$ cat src/rtl/rhythm_window_analyzer.sv
// rhythm_window_analyzer
//   Rolling-window rhythm analyser. Each accepted beat's 2-bit class goes into
//   a circular window of WIN_DEPTH entries. Per-class counts are maintained
//   incrementally. On a full-window beat, or on a forced request, the counts
//   are snapshotted and the dominant class is picked. A restoring divider then
//   normalises the dominant count to the number of beats held.
//
//   Ports
//     clk, rst       clock, synchronous active-high reset
//     beat_valid     one beat accepted this cycle, class on beat_class
//     force_anlz     level; a rising edge requests analysis (fill >= MIN_BEATS)
//     clear          flush window, abort analysis, keep last result
//     final_diag     dominant class (00 normal, 01 brady, 10 tachy, 11 irreg)
//     confidence     floor(dom_count * (2^CONF_W-1) / fill)
//     diag_valid     one-cycle pulse when final_diag/confidence update
//     busy           analysis in progress
//     fill_count     beats held, saturates at WIN_DEPTH
//     class_counts   {irreg, tachy, brady, normal}, CNT_W bits each
//
//   Build option
//     ANLZ_HYST_EN   when defined, the reported class changes only if the new
//                    dominant count strictly beats the current class's count.
module rhythm_window_analyzer #(
    parameter int  WIN_DEPTH = 8,
    parameter int  MIN_BEATS = 4,
    parameter int  CONF_W    = 8,
    localparam int CNT_W     = $clog2(WIN_DEPTH + 1),
    localparam int NUM_W     = CNT_W + CONF_W
) (
    input  logic               clk,
    input  logic               rst,
    input  logic               beat_valid,
    input  logic [1:0]         beat_class,
    input  logic               force_anlz,
    input  logic               clear,
    output logic [1:0]         final_diag,
    output logic [CONF_W-1:0]  confidence,
    output logic               diag_valid,
    output logic               busy,
    output logic [CNT_W-1:0]   fill_count,
    output logic [4*CNT_W-1:0] class_counts
);

    localparam int                PTR_W     = $clog2(WIN_DEPTH);
    localparam int                STEP_W    = $clog2(NUM_W + 1);
    localparam logic [CNT_W-1:0]  DEPTH_C   = CNT_W'(WIN_DEPTH);
    localparam logic [CNT_W-1:0]  MIN_C     = CNT_W'(MIN_BEATS);
    localparam logic [NUM_W-1:0]  SCALE_C   = NUM_W'((1 << CONF_W) - 1);
    localparam logic [STEP_W-1:0] LAST_STEP = STEP_W'(NUM_W);

    typedef enum logic [1:0] {
        S_IDLE,
        S_DIV,
        S_DONE
    } state_t;

    // Window storage and counters
    logic [1:0]        win_q [WIN_DEPTH];
    logic [PTR_W-1:0]  wptr_q;
    logic [CNT_W-1:0]  fill_q, fill_d;
    logic [CNT_W-1:0]  cnt_q [4];
    logic [CNT_W-1:0]  cnt_d [4];
    logic              force_prev_q;

    // Control
    state_t            state_q, state_d;
    logic              pending_q, pending_d;
    logic              snap_load;

    // Analysis datapath
    logic [CNT_W-1:0]  snap_cnt_q [4];
    logic [CNT_W-1:0]  snap_fill_q;
    logic [STEP_W-1:0] step_q;
    logic [NUM_W-1:0]  dvd_q;
    logic [CNT_W-1:0]  rem_q;
    logic [CONF_W-1:0] quo_q;
    logic [1:0]        dom_q;

    // Result registers
    logic [1:0]        final_diag_q;
    logic [CONF_W-1:0] conf_q;
    logic              diag_valid_q;

    logic              win_full;
    logic [1:0]        evict_cls;
    logic              beat_trig, force_trig, trig;

    assign win_full  = (fill_q == DEPTH_C);
    assign evict_cls = win_q[wptr_q];

    // Next-state counts. When full, the entry under the write pointer is the
    // oldest beat and leaves the window; a same-class replace is a no-op.
    always_comb begin
        fill_d = fill_q;
        for (int c = 0; c < 4; c++) cnt_d[c] = cnt_q[c];
        if (clear) begin
            fill_d = '0;
            for (int c = 0; c < 4; c++) cnt_d[c] = '0;
        end else if (beat_valid) begin
            if (!win_full) fill_d = fill_q + CNT_W'(1);
            for (int c = 0; c < 4; c++) begin
                if (beat_class == 2'(c) && !(win_full && evict_cls == 2'(c)))
                    cnt_d[c] = cnt_q[c] + CNT_W'(1);
                else if (beat_class != 2'(c) && win_full && evict_cls == 2'(c))
                    cnt_d[c] = cnt_q[c] - CNT_W'(1);
            end
        end
    end

    // Beat trigger looks at the post-update fill; force uses the current fill.
    assign beat_trig  = beat_valid && !clear && (fill_d == DEPTH_C);
    assign force_trig = force_anlz && !force_prev_q && !clear && (fill_q >= MIN_C);
    assign trig       = beat_trig || force_trig;

    // Dominant class from the snapshot; later classes win ties.
    logic [1:0] new_dom, sel_dom;
    always_comb begin
        new_dom = 2'd0;
        for (int c = 1; c < 4; c++)
            if (snap_cnt_q[c] >= snap_cnt_q[new_dom]) new_dom = 2'(c);
    end

`ifdef ANLZ_HYST_EN
    assign sel_dom = (snap_cnt_q[new_dom] > snap_cnt_q[final_diag_q]) ? new_dom : final_diag_q;
`else
    assign sel_dom = new_dom;
`endif

    // One restoring-division step. The quotient always fits CONF_W bits
    // (dom_count <= fill), so only the low CONF_W quotient bits are kept.
    logic [CNT_W:0]    rem_sh;
    logic              rem_ge;
    logic [CNT_W-1:0]  rem_nx;
    logic [CONF_W-1:0] quo_nx;

    assign rem_sh = {rem_q, dvd_q[NUM_W-1]};
    assign rem_ge = (rem_sh >= {1'b0, snap_fill_q});
    assign rem_nx = rem_ge ? CNT_W'(rem_sh - {1'b0, snap_fill_q}) : rem_sh[CNT_W-1:0];
    assign quo_nx = (quo_q << 1) | CONF_W'(rem_ge);

    // FSM. DIV step 0 sets up the dividend, steps 1..NUM_W produce quotient
    // bits, which lands DONE exactly NUM_W+2 cycles after the trigger.
    always_comb begin
        state_d   = state_q;
        pending_d = pending_q;
        snap_load = 1'b0;
        unique case (state_q)
            S_IDLE: begin
                if (trig) begin
                    state_d   = S_DIV;
                    snap_load = 1'b1;
                end
            end
            S_DIV: begin
                if (trig) pending_d = 1'b1;
                if (step_q == LAST_STEP) state_d = S_DONE;
            end
            S_DONE: begin
                if (pending_q || trig) begin
                    state_d   = S_DIV;
                    snap_load = 1'b1;
                end else begin
                    state_d = S_IDLE;
                end
                pending_d = 1'b0;
            end
            default: state_d = S_IDLE;
        endcase
        if (clear) begin
            state_d   = S_IDLE;
            pending_d = 1'b0;
            snap_load = 1'b0;
        end
    end

    always_ff @(posedge clk) begin
        if (rst) begin
            for (int i = 0; i < WIN_DEPTH; i++) win_q[i] <= 2'b00;
            wptr_q       <= '0;
            fill_q       <= '0;
            for (int c = 0; c < 4; c++) begin
                cnt_q[c]      <= '0;
                snap_cnt_q[c] <= '0;
            end
            force_prev_q <= 1'b0;
            state_q      <= S_IDLE;
            pending_q    <= 1'b0;
            snap_fill_q  <= '0;
            step_q       <= '0;
            dvd_q        <= '0;
            rem_q        <= '0;
            quo_q        <= '0;
            dom_q        <= 2'b00;
            final_diag_q <= 2'b00;
            conf_q       <= '0;
            diag_valid_q <= 1'b0;
        end else begin
            state_q      <= state_d;
            pending_q    <= pending_d;
            force_prev_q <= force_anlz;
            fill_q       <= fill_d;
            for (int c = 0; c < 4; c++) cnt_q[c] <= cnt_d[c];

            if (clear) begin
                wptr_q <= '0;
            end else if (beat_valid) begin
                win_q[wptr_q] <= beat_class;
                wptr_q        <= wptr_q + PTR_W'(1);
            end

            // Snapshot takes next-state counts so it matches trigger+1 values.
            if (snap_load) begin
                for (int c = 0; c < 4; c++) snap_cnt_q[c] <= cnt_d[c];
                snap_fill_q <= fill_d;
                step_q      <= '0;
            end else if (state_q == S_DIV) begin
                step_q <= step_q + STEP_W'(1);
                if (step_q == '0) begin
                    dvd_q <= NUM_W'(snap_cnt_q[sel_dom]) * SCALE_C;
                    rem_q <= '0;
                    quo_q <= '0;
                    dom_q <= sel_dom;
                end else begin
                    dvd_q <= dvd_q << 1;
                    rem_q <= rem_nx;
                    quo_q <= quo_nx;
                end
            end

            diag_valid_q <= 1'b0;
            if (state_q == S_DIV && step_q == LAST_STEP && !clear) begin
                final_diag_q <= dom_q;
                conf_q       <= quo_nx;
                diag_valid_q <= 1'b1;
            end
        end
    end

    assign final_diag   = final_diag_q;
    assign confidence   = conf_q;
    assign diag_valid   = diag_valid_q;
    assign busy         = (state_q != S_IDLE);
    assign fill_count   = fill_q;
    assign class_counts = {cnt_q[3], cnt_q[2], cnt_q[1], cnt_q[0]};

endmodule
$ cat config.mk
export PLATFORM = sky130hd
export DESIGN_NAME = rhythm_window_analyzer
export DESIGN_NICKNAME = d
export VERILOG_FILES = /design/src/rtl/rhythm_window_analyzer.sv
export SDC_FILE = /design/constraint.sdc
export NUM_CORES = 1
export LEC_CHECK = 0
export ABC_AREA = 1
export BUFFER_PORTS_ARGS = -buffer_cell sky130_fd_sc_hd__buf_2
export CAP_MARGIN = 30
export CORE_AREA = 2 2 109 111
export CTS_BUF_LIST = sky130_fd_sc_hd__clkbuf_4
export DETAILED_ROUTE_END_ITERATION = 16
export DIE_AREA = 0 0 111 113
export PLACE_DENSITY = 0.79
export RECOVER_POWER = 25
export SLEW_MARGIN = 15
export SYNTH_ARGS = -nofsm -noshare
export SYNTH_HDL_FRONTEND = slang
export SYNTH_SLANG_ARGS = --single-unit
$ cat constraint.sdc
create_clock -name clk -period 6.09 [get_ports clk]
set_input_delay 0.3045 -clock clk [delete_from_list [all_inputs] [get_ports clk]]
set_output_delay 0.3045 -clock clk [all_outputs]
set_load 0.1 [all_outputs]
# ---- Word level (Yosys, flattened, before mapping)
# Memories as Yosys holds them, arrays and structs flattened. A register that Yosys moved wholly into a read port is not among the register bits.
# Cells that the tools add are included.
dict set report classes {
  addsub 12
  mul 1
  magnitude_cmp 5
  eq_ne 17
  muxes 54
  bitwise 10
  reduce_logical 45
}
# operator count
set op_table {}
lappend op_table {{$mux 4} 21}
lappend op_table {{$mux 16} 2}
lappend op_table {{$add 4x1->4 const B} 6}
lappend op_table {{$logic_and 1x1->1} 23}
lappend op_table {{$mux 1} 18}
lappend op_table {{$sub 4x1->4 const B} 4}
lappend op_table {{$eq 4x4->1 const B} 3}
lappend op_table {{$ge 4x4->1} 3}
lappend op_table {{$mul 4x8->12 const B} 1}
lappend op_table {{$mux 12} 1}
lappend op_table {{$eq 2x2->1 const B} 5}
lappend op_table {{$mux 2} 5}
lappend op_table {{$ne 2x2->1 const B} 5}
lappend op_table {{$mux 3} 3}
lappend op_table {{$or 1x1->1} 8}
lappend op_table {{$or 8x1->8} 1}
lappend op_table {{$mux 7} 1}
lappend op_table {{$eq 2x1->1 const B} 3}
lappend op_table {{$logic_not 1->1} 6}
lappend op_table {{$logic_not 2->1} 3}
lappend op_table {{$pmux 2 s3} 1}
lappend op_table {{$reduce_and 2->1} 3}
lappend op_table {{$reduce_bool 2->1} 3}
lappend op_table {{$reduce_or 2->1} 3}
lappend op_table {{10 further kinds} 12}
dict set report totals {
  regBits 55
  mem_bits_rw 48
  inputBits 7
  out_inout_bits 32
  wordCells 161
  memories 3
}
# name words width read_ports rd_clocked_by_memory_dff wr line_no
set memory_table {}
lappend memory_table {cnt_q 4 4 4 0 4 61} ;# logic [CNT_W-1:0] cnt_q [4];
lappend memory_table {snap_cnt_q 4 4 7 0 4 71} ;# logic [CNT_W-1:0] snap_cnt_q [4];
lappend memory_table {win_q 8 2 1 1 8 58} ;# logic [1:0] win_q [WIN_DEPTH];

# ---- Logic depth before layout (Yosys ltp)
# Gate-level depths: netlist of run 1.
dict set report logic_depth {
  ltp_word 15
  ltp_mapped 45
  depth_no_buf 44
}

# ---- Worst setup path before layout of run 1
# Ideal clock, no wire load.
dict set report synth_path {
  path_kind {reg2reg}
  start {memory snap_cnt_q[1][3] (netlist name)}
  end {register dvd_q[11]}
  setup_time_ns 0.070
  arrival_ns 5.763
  slack_ns 0.256
  path_stages_with_launch 35
  n_path_buf 1
  path_cell_list {edfxtp_1 -> ha_1 -> a21oi_1 -> nand3_1 -> inv_1 -> o21ai_0 -> ha_1 -> nand2_1 -> nor2_1 -> nor2_4 -> or2_2 -> nand2_1 -> ha_1 -> nand2_1 -> inv_1 -> nand2_1 -> nand2_1 -> nor2_1 -> nand2_1 -> buf_2 -> a22o_1 -> o21ai_1 -> fa_1 -> fa_1 -> inv_1 -> ha_1 -> a21oi_1 -> nand2_1 -> a31oi_1 -> nor2_1 -> nand3_1 -> nand2_1 -> nand2_1 -> nand3_1 -> a21oi_1}
}
# item line_no
set synth_rtl {}
lappend synth_rtl {{start: declaration} 71}
lappend synth_rtl {{end signal: assignment} 219} ;# dvd_q <= NUM_W'(snap_cnt_q[sel_dom]) * SCALE_C;
lappend synth_rtl {{end signal: assignment} 224} ;# dvd_q <= dvd_q << 1;
lappend synth_rtl {{end: declaration} 74} ;# logic [NUM_W-1:0] dvd_q;

==> flow_summary.json, run 1 <==
{
  "routabilityCongestion": 0.913,
  "die_w_um": 111,
  "clock_latency_ns": 0.47,
  "maxSlewViolCount": 0,
  "synth_fa_ha_area_share_pct": 10.3,
  "cap_violations": 0,
  "hold_end": "force_prev_q",
  "cp_max_fo": 6,
  "ir_drop_mv": 0.391,
  "area_growth_pct": 15.0,
  "path_class": "register to register",
  "register_area_um2": 2440,
  "synthMuxAreaShare_pct": 0,
  "hold_start": "force_anlz",
  "rows": 39,
  "hold_buffers": 0,
  "drt_iter0_drc": 414,
  "core-area_um2": 11300,
  "grt_pass1_vias": 4893,
  "min_period_ns": 6.00,
  "grt_antenna_before_repair": 0,
  "cp_common_cell": "nand2_2",
  "pwr_density_cell_nw_per_um2": 358,
  "ys_ff_latch": 106,
  "ys_seq_area_share_pct": 38.4,
  "ys_types": 43,
  "cts_tree": "built",
  "r2r_end": "dvd_q[11]",
  "ys_warn_count": 0,
  "critPathTopFamily": "adder cells",
  "sequentialPowerShare_pct": 28.7,
  "dpl.cell_count": 1038,
  "power_switching_mw": 1.10,
  "clock_path_buffers": 2,
  "htreeDepth": 3,
  "die_h_um": 113,
  "rsz0062_at_grt": "true",
  "multiInputGateArea_um2": 3660,
  "clock-skew-final_ns": 0.0145,
  "fp.dieArea_um2": 12500,
  "wl_per_cell_um": 13.1,
  "cts.sinks": 106,
  "place.port_buffers": 38,
  "clk_pin_slew_ns": 0.16,
  "fmax_mhz": 167,
  "fillCellCount": 969,
  "required_ns": 6.49,
  "rr_worst_depth": 37,
  "power_switching_share_pct": 41.9,
  "power.internal_mw": 1.52,
  "insertedDiodeCount": 0,
  "rrSetupSlack_ns": 0.09,
  "synthSimpleGateAreaFrac_pct": 29.3,
  "slowest_stage": "fa_1",
  "highest_layer": "met4",
  "p_leak_nw": 3.37,
  "holdPathStages": 3,
  "root_buffer": "clkbuf_4",
  "status": "finished clean",
  "initial_core_util_pct": 56.4,
  "grt_pass1_wl_um": 22300,
  "io_pins": 39,
  "critPathLaunchType": "register",
  "grt_usage_pct": 21.5,
  "synth_xor_area_share_pct": 3.03,
  "max_stage_delay_ns": 0.58,
  "drive_above_1_share_pct": 20.9,
  "p_comb_share_pct": 55.7,
  "viasPerCell": 5.30,
  "num_vias": 5687,
  "finalNetCount": 981,
  "synth_nets": 924,
  "overflow": 0,
  "drc": 0,
  "firstDrtPassIters": 5,
  "avgSynthCellArea_um2": 7.31,
  "instances_no_fill": 1074,
  "clock_power_share_pct": 15.5,
  "hold_slack_ns": 0.0506,
  "ant_nets": 0,
  "synth_top_family_by_area": "simple AND/OR/NAND/NOR gates",
  "hp-class": "primary input to register",
  "arrival_ns": 6.39,
  "cts_made_buffers": 9,
  "routed_wl_um": 14100,
  "r2r-start": "snap_cnt_q[0][1]",
  "wl_met2_um": 6380,
  "wl_met1_um": 6680,
  "wl_met3_um": 699,
  "timing.final.crit_share_pct": 98.5,
  "setup_viol": 0,
  "worstSetupEndpointType": "register",
  "worst_slew_pin_slew_ns": 0.839,
  "synth-compound-area-share_pct": 10.2,
  "slew_headroom_pct": 43.9,
  "hold_viol": 0,
  "grt_max_degree": 39,
  "synthCells": 869,
  "dp_hpwl_um": 9780,
  "path_buf_inv": 5,
  "netlist_area_um2": 6350
}
## through the flow
stage	util (%)	worst slack (ns)	power, mW	TNS (ns)	cell area, µm²
after detailed placement	59.4	-0.163	1.77	-0.373	6690
final	64.8	0.0922	2.62	0	7310
after global routing	64.8	-0.192	2.81	-0.423	7310
after CTS	61.1	0.0269	2.19	0	6890
after global placement	59.4	0.0495	1.75	0	6690
after floorplan	-	0.256	1.56	0	6350
## worst min-delay path, stage by stage
cell and delay, ns:
buf_2 0.08, inv_1 0.04, nor2_1 0.07
## power by group through the flow
stage	sequential [mW]	clock [mW]	combinational (mW)
global route	0.755	0.447	1.61
CTS	0.752	0.411	1.02
global placement	0.767	0	0.987
finish	0.753	0.407	1.46
floorplan	0.793	0	0.770
detailed placement	0.767	0	1.00
## sequential cells by signal, summed over array words and instances (netlist names), 3 cells and up, named ones only
name,count
confidence,8
dvd_q,12
win_q,16
wptr_q,3
step_q,4
rem_q,4
cnt_q,16
fill_count,4
snap_fill_q,4
quo_q,7
snap_cnt_q,16
## cell usage after synthesis
master / number / share of area, %
a31o_2: 1 / 0.14
edfxtp_1: 32 / 15
o21ai_2: 5 / 0.69
xor2_1: 13 / 1.8
a31oi_1: 6 / 0.59
o21ai_4: 2 / 0.51
nand3b_1: 2 / 0.24
nand2_2: 13 / 1.3
nor3_1: 2 / 0.16
dfxtp_1: 74 / 23
nand4_1: 4 / 0.39
nor2_1: 118 / 7.0
clkinv_1: 4 / 0.24
o21bai_1: 1 / 0.12
xnor2_1: 9 / 1.2
clkbuf_1: 13 / 0.77
nand2_1: 221 / 13
o21ai_0: 31 / 2.4
o31ai_2: 1 / 0.20
a211oi_1: 2 / 0.24
a21oi_1: 39 / 3.1
or2_2: 3 / 0.30
a22oi_1: 1 / 0.12
nor2_4: 5 / 0.89
nand3_2: 2 / 0.32
buf_2: 6 / 0.47
buf_4: 1 / 0.12
o21ai_1: 16 / 1.3
nor2_2: 3 / 0.30
inv_1: 103 / 6.1
ha_1: 41 / 8.1
nand2_4: 1 / 0.18
a21oi_2: 1 / 0.14
and3_1: 1 / 0.099
inv_2: 12 / 0.71
fa_1: 7 / 2.2
nor4_1: 1 / 0.099
a22o_1: 1 / 0.14
nand3_1: 63 / 5.0
or2_0: 1 / 0.099
o211ai_1: 3 / 0.35
buf_6: 2 / 0.35
o22ai_1: 2 / 0.20
## cell usage in the layout, fill, tap and decap left out, types with 3 or more instances in the layout
cell	n
a21oi_1	34
a21oi_2	4
a31oi_1	5
buf_2	38
buf_4	27
clkbuf_4	9
clkinv_1	4
dfxtp_1	74
edfxtp_1	32
fa_1	4
fa_2	3
ha_1	33
ha_4	6
inv_1	92
inv_2	22
inv_6	3
nand2_1	200
nand2_2	30
nand2_4	5
nand3_1	60
nand3_2	3
nand4_1	4
nor2_1	113
nor2_2	5
nor2_4	9
o211ai_1	3
o21ai_0	23
o21ai_1	19
o21ai_2	10
xnor2_1	9
xor2_1	13
## per-layer routing
metal,GRT usage (%),vias up
li1,-,2883
met1,29.9,2614
met2,34.1,164
met3,2.95,26
met4,8.42,0
met5,0,-
## layout make-up
class | instances | area share (%)
multi-input combinational | 623 | 50.0
inverter | 119 | 6.18
clock buffer | 9 | 0.924
timing repair buffer | 67 | 5.68
clock inverter | 7 | 1.34
sequential | 106 | 33.4
tap | 143 | 2.45
## worst max-delay path by stage
stage | from | to | slack (ns) | cells after the start
6_report | snap_cnt_q[0][1] | dvd_q[11] | 0.09 | 37
5_1_grt | snap_cnt_q[0][1] | dvd_q[11] | -0.19 | 37
4_1_cts | snap_cnt_q[1][3] | dvd_q[10] | 0.03 | 36
3_5_place_dp | snap_cnt_q[1][3] | dvd_q[11] | -0.16 | 39
3_3_place_gp | snap_cnt_q[1][3] | dvd_q[10] | 0.05 | 36
2_1_floorplan | snap_cnt_q[1][3] | dvd_q[11] | 0.26 | 34
## logic make-up (layout without fill, tap and decap cells)
group	count (synthesis)	in the layout
AOI/OAI and AO/OA	112	112
xor gates and xnor gates	22	22
adders and majority gates	48	48
buffers and inverters	141	202
DFF	106	106
and+or+nand+nor	440	441
## repair_timing
item / 4_1_cts / 5_1_grt
gates resized for setup: 8 / 83
buffers inserted: 1 / 18
pin swaps: 1 / 43
cloned: 1 / 0
endpoints found under the setup margin: 3 / 9
No activity file was read; power rests on OpenSTA's default activity.
==> inputs of run 2 (changes only) <==
--- a/config.mk
+++ b/config.mk
@@ -13,6 +13,6 @@
 export DETAILED_ROUTE_END_ITERATION = 16
 export DIE_AREA = 0 0 111 113
+export GPL_TIMING_DRIVEN = 0
 export PLACE_DENSITY = 0.79
-export RECOVER_POWER = 25
 export SLEW_MARGIN = 15
 export SYNTH_ARGS = -nofsm -noshare
==> constraint.sdc (replaced) <==
create_clock -name clk -period 6.09 [get_ports clk]
set_input_delay 0.3045 -clock clk [delete_from_list [all_inputs] [get_ports clk]]
set_output_delay 0.3045 -clock clk [all_outputs]
set_load 0.01 [all_outputs]
==> run 2 against run 1 <==
Effect of this change: critical endpoint unchanged; design area up 0.38%; combinational power fell by 3%; clock power is 10% lower; register-to-register slack worse by 0.06 ns; wire length rose by 4.6%; sequential power hardly changed; die area is the same; clock-buffer cell count unchanged.
==> flow_summary.json, run 2 (same netlist as run 1, synthesis figures left out) <==
{
  "status": "finished clean",
  "slowest_stage": "fa_2",
  "slew_headroom_pct": 56.3,
  "initial_core_util_pct": 56.4,
  "arrival_ns": 6.49,
  "cap_violations": 0,
  "hold_viol": 0,
  "grt_usage_pct": 23.5,
  "finalNetCount": 992,
  "cp_max_fo": 5,
  "clock_latency_ns": 0.48,
  "die_w_um": 111,
  "drc": 0,
  "cts_made_buffers": 9,
  "insertedDiodeCount": 0,
  "mostFrequentLayoutCells": "nand2_1, nor2_1, inv_1",
  "cp_common_cell": "nand2_2",
  "maxSlewViolCount": 0,
  "setup_viol": 0,
  "core-area_um2": 11300,
  "rr_worst_depth": 40,
  "viasPerCell": 5.29,
  "area_growth_pct": 15.5,
  "crit_start": "snap_cnt_q[0][1]",
  "grt_pass1_vias": 5317,
  "grt_antenna_before_repair": 0,
  "worst_slew_pin_slew_ns": 0.653,
  "routabilityCongestion": 0.898,
  "min_period_ns": 6.06,
  "timing.final.crit_share_pct": 99.5,
  "setup-tns-final_ns": 0,
  "num_vias": 5744,
  "htreeDepth": 3,
  "cts_tree": "built",
  "root_buffer": "clkbuf_4",
  "io_pins": 39,
  "clock_path_buffers": 2,
  "critPathLaunchType": "register",
  "die_h_um": 113,
  "required_ns": 6.52,
  "grt_max_degree": 23,
  "path_class": "register to register",
  "p_leak_nw": 3.38,
  "rows": 39,
  "r2r_end": "dvd_q[11]",
  "critPathCapture": "dvd_q[11]",
  "cts.sinks": 106,
  "clock-skew-final_ns": 0.0154,
  "firstDrtPassIters": 5,
  "reg_top3": "cnt_q x16, snap_cnt_q x16, win_q x16",
  "worstSetupEndpointType": "register",
  "layout_commonest_cell": "nand2_1",
  "fillCellCount": 970,
  "drive_above_1_share_pct": 20.3,
  "pwr_density_cell_nw_per_um2": 344,
  "ir_drop_mv": 0.396,
  "overflow": 0,
  "max_stage_delay_ns": 0.51,
  "drt_iter0_drc": 383,
  "hp-class": "primary input to register",
  "wl_per_cell_um": 13.6,
  "rrSetupSlack_ns": 0.03,
  "fp.dieArea_um2": 12500,
  "clk_pin_slew_ns": 0.19,
  "fmax_mhz": 165,
  "grt_pass1_wl_um": 24500,
  "ant_nets": 0,
  "routed_wl_um": 14700,
  "rsz0062_at_grt": "true",
  "r2r-start": "snap_cnt_q[0][1]",
  "fin_util_pct": 65.1,
  "place.port_buffers": 37,
  "dp_hpwl_um": 10600
}
## run 2: changes by cell type in the layout (fill, tap and decap cells not counted), moves of 4 or more
cell      before  now
buf_4         27   18
nand3_2        3    7
buf_2         38   42
clkbuf_1       0   13
nand2_2       30   25
nand2_1      200  205
## run 2: worst min-delay path by stage
| stage | endpoint | depth (start not counted) | startpoint |
|---|---|---|---|
| 2_1_floorplan | force_prev_q | 2 | force_anlz |
| 3_3_place_gp | quo_q[6] | 2 | quo_q[6] |
| 3_5_place_dp | quo_q[6] | 2 | quo_q[6] |
| 4_1_cts | force_prev_q | 3 | force_anlz |
| 5_1_grt | force_prev_q | 3 | force_anlz |
| 6_report | force_prev_q | 3 | force_anlz |
## run 2: through the flow
step / hold slack [ns] / cells / worst slack, ns / instance area (µm²) / power (mW)
after floorplan: 0.429 / 869 / 0.256 / 6350 / 1.53
after global placement: 0.453 / 1049 / -0.447 / 6720 / 1.70
after detailed placement: 0.455 / 1049 / -0.549 / 6720 / 1.72
after CTS: 0.0628 / 1073 / 0.000173 / 7000 / 2.16
after global routing: 0.0708 / 1085 / -0.295 / 7340 / 2.71
final: 0.0742 / 1085 / 0.0329 / 7340 / 2.52
## run 2: worst max-delay path, delay by kind of cell (launching register included)
family                   cells  cell delay (ns)
flip-flops                   1             0.44
buffers and inverters        6             0.55
AND/OR/NAND/NOR             21             1.82
AO/OA/AOI/OAI                7             1.22
adder cells (fa/ha/maj)      6             1.97
## run 2: area by class of cell
cell class              instances  area (µm²)  share of cell area (%)
multi-input cells             623        3650                    49.7
flip-flops and latches        106        2440                    33.3
inverters                     119         452                    6.16
repair buffers                 56         349                    4.76
well taps                     143         179                    2.44
plain buffers                  22         119                    1.62
clock inverters                 7        81.3                    1.11
clock buffers                   9        67.6                   0.921
## run 2: repair_timing
item                                    CTS  global route
gates cloned                              1             1
gates resized for setup                  29            55
buffers inserted                          7            11
pin swaps                                10            28
hold buffers                              0             0
endpoints found under the setup margin    9             9
## run 2: routing by layer
layer,track usage [%],share of wire (%),vias to the layer above
li1,-,-,2912
met1,32.3,46,2652
met2,38.5,48,148
met3,3.21,4.3,32
met4,8.17,2.1,0
met5,0,0,-
## run 2: power breakdown
| group | switching (mW) | total, mW | internal, mW |
|---|---|---|---|
| registers | 0.0119 | 0.752 | 0.740 |
| logic | 0.799 | 1.41 | 0.607 |
| clock network | 0.266 | 0.366 | 0.100 |
| total | 1.08 | 2.52 | 1.45 |
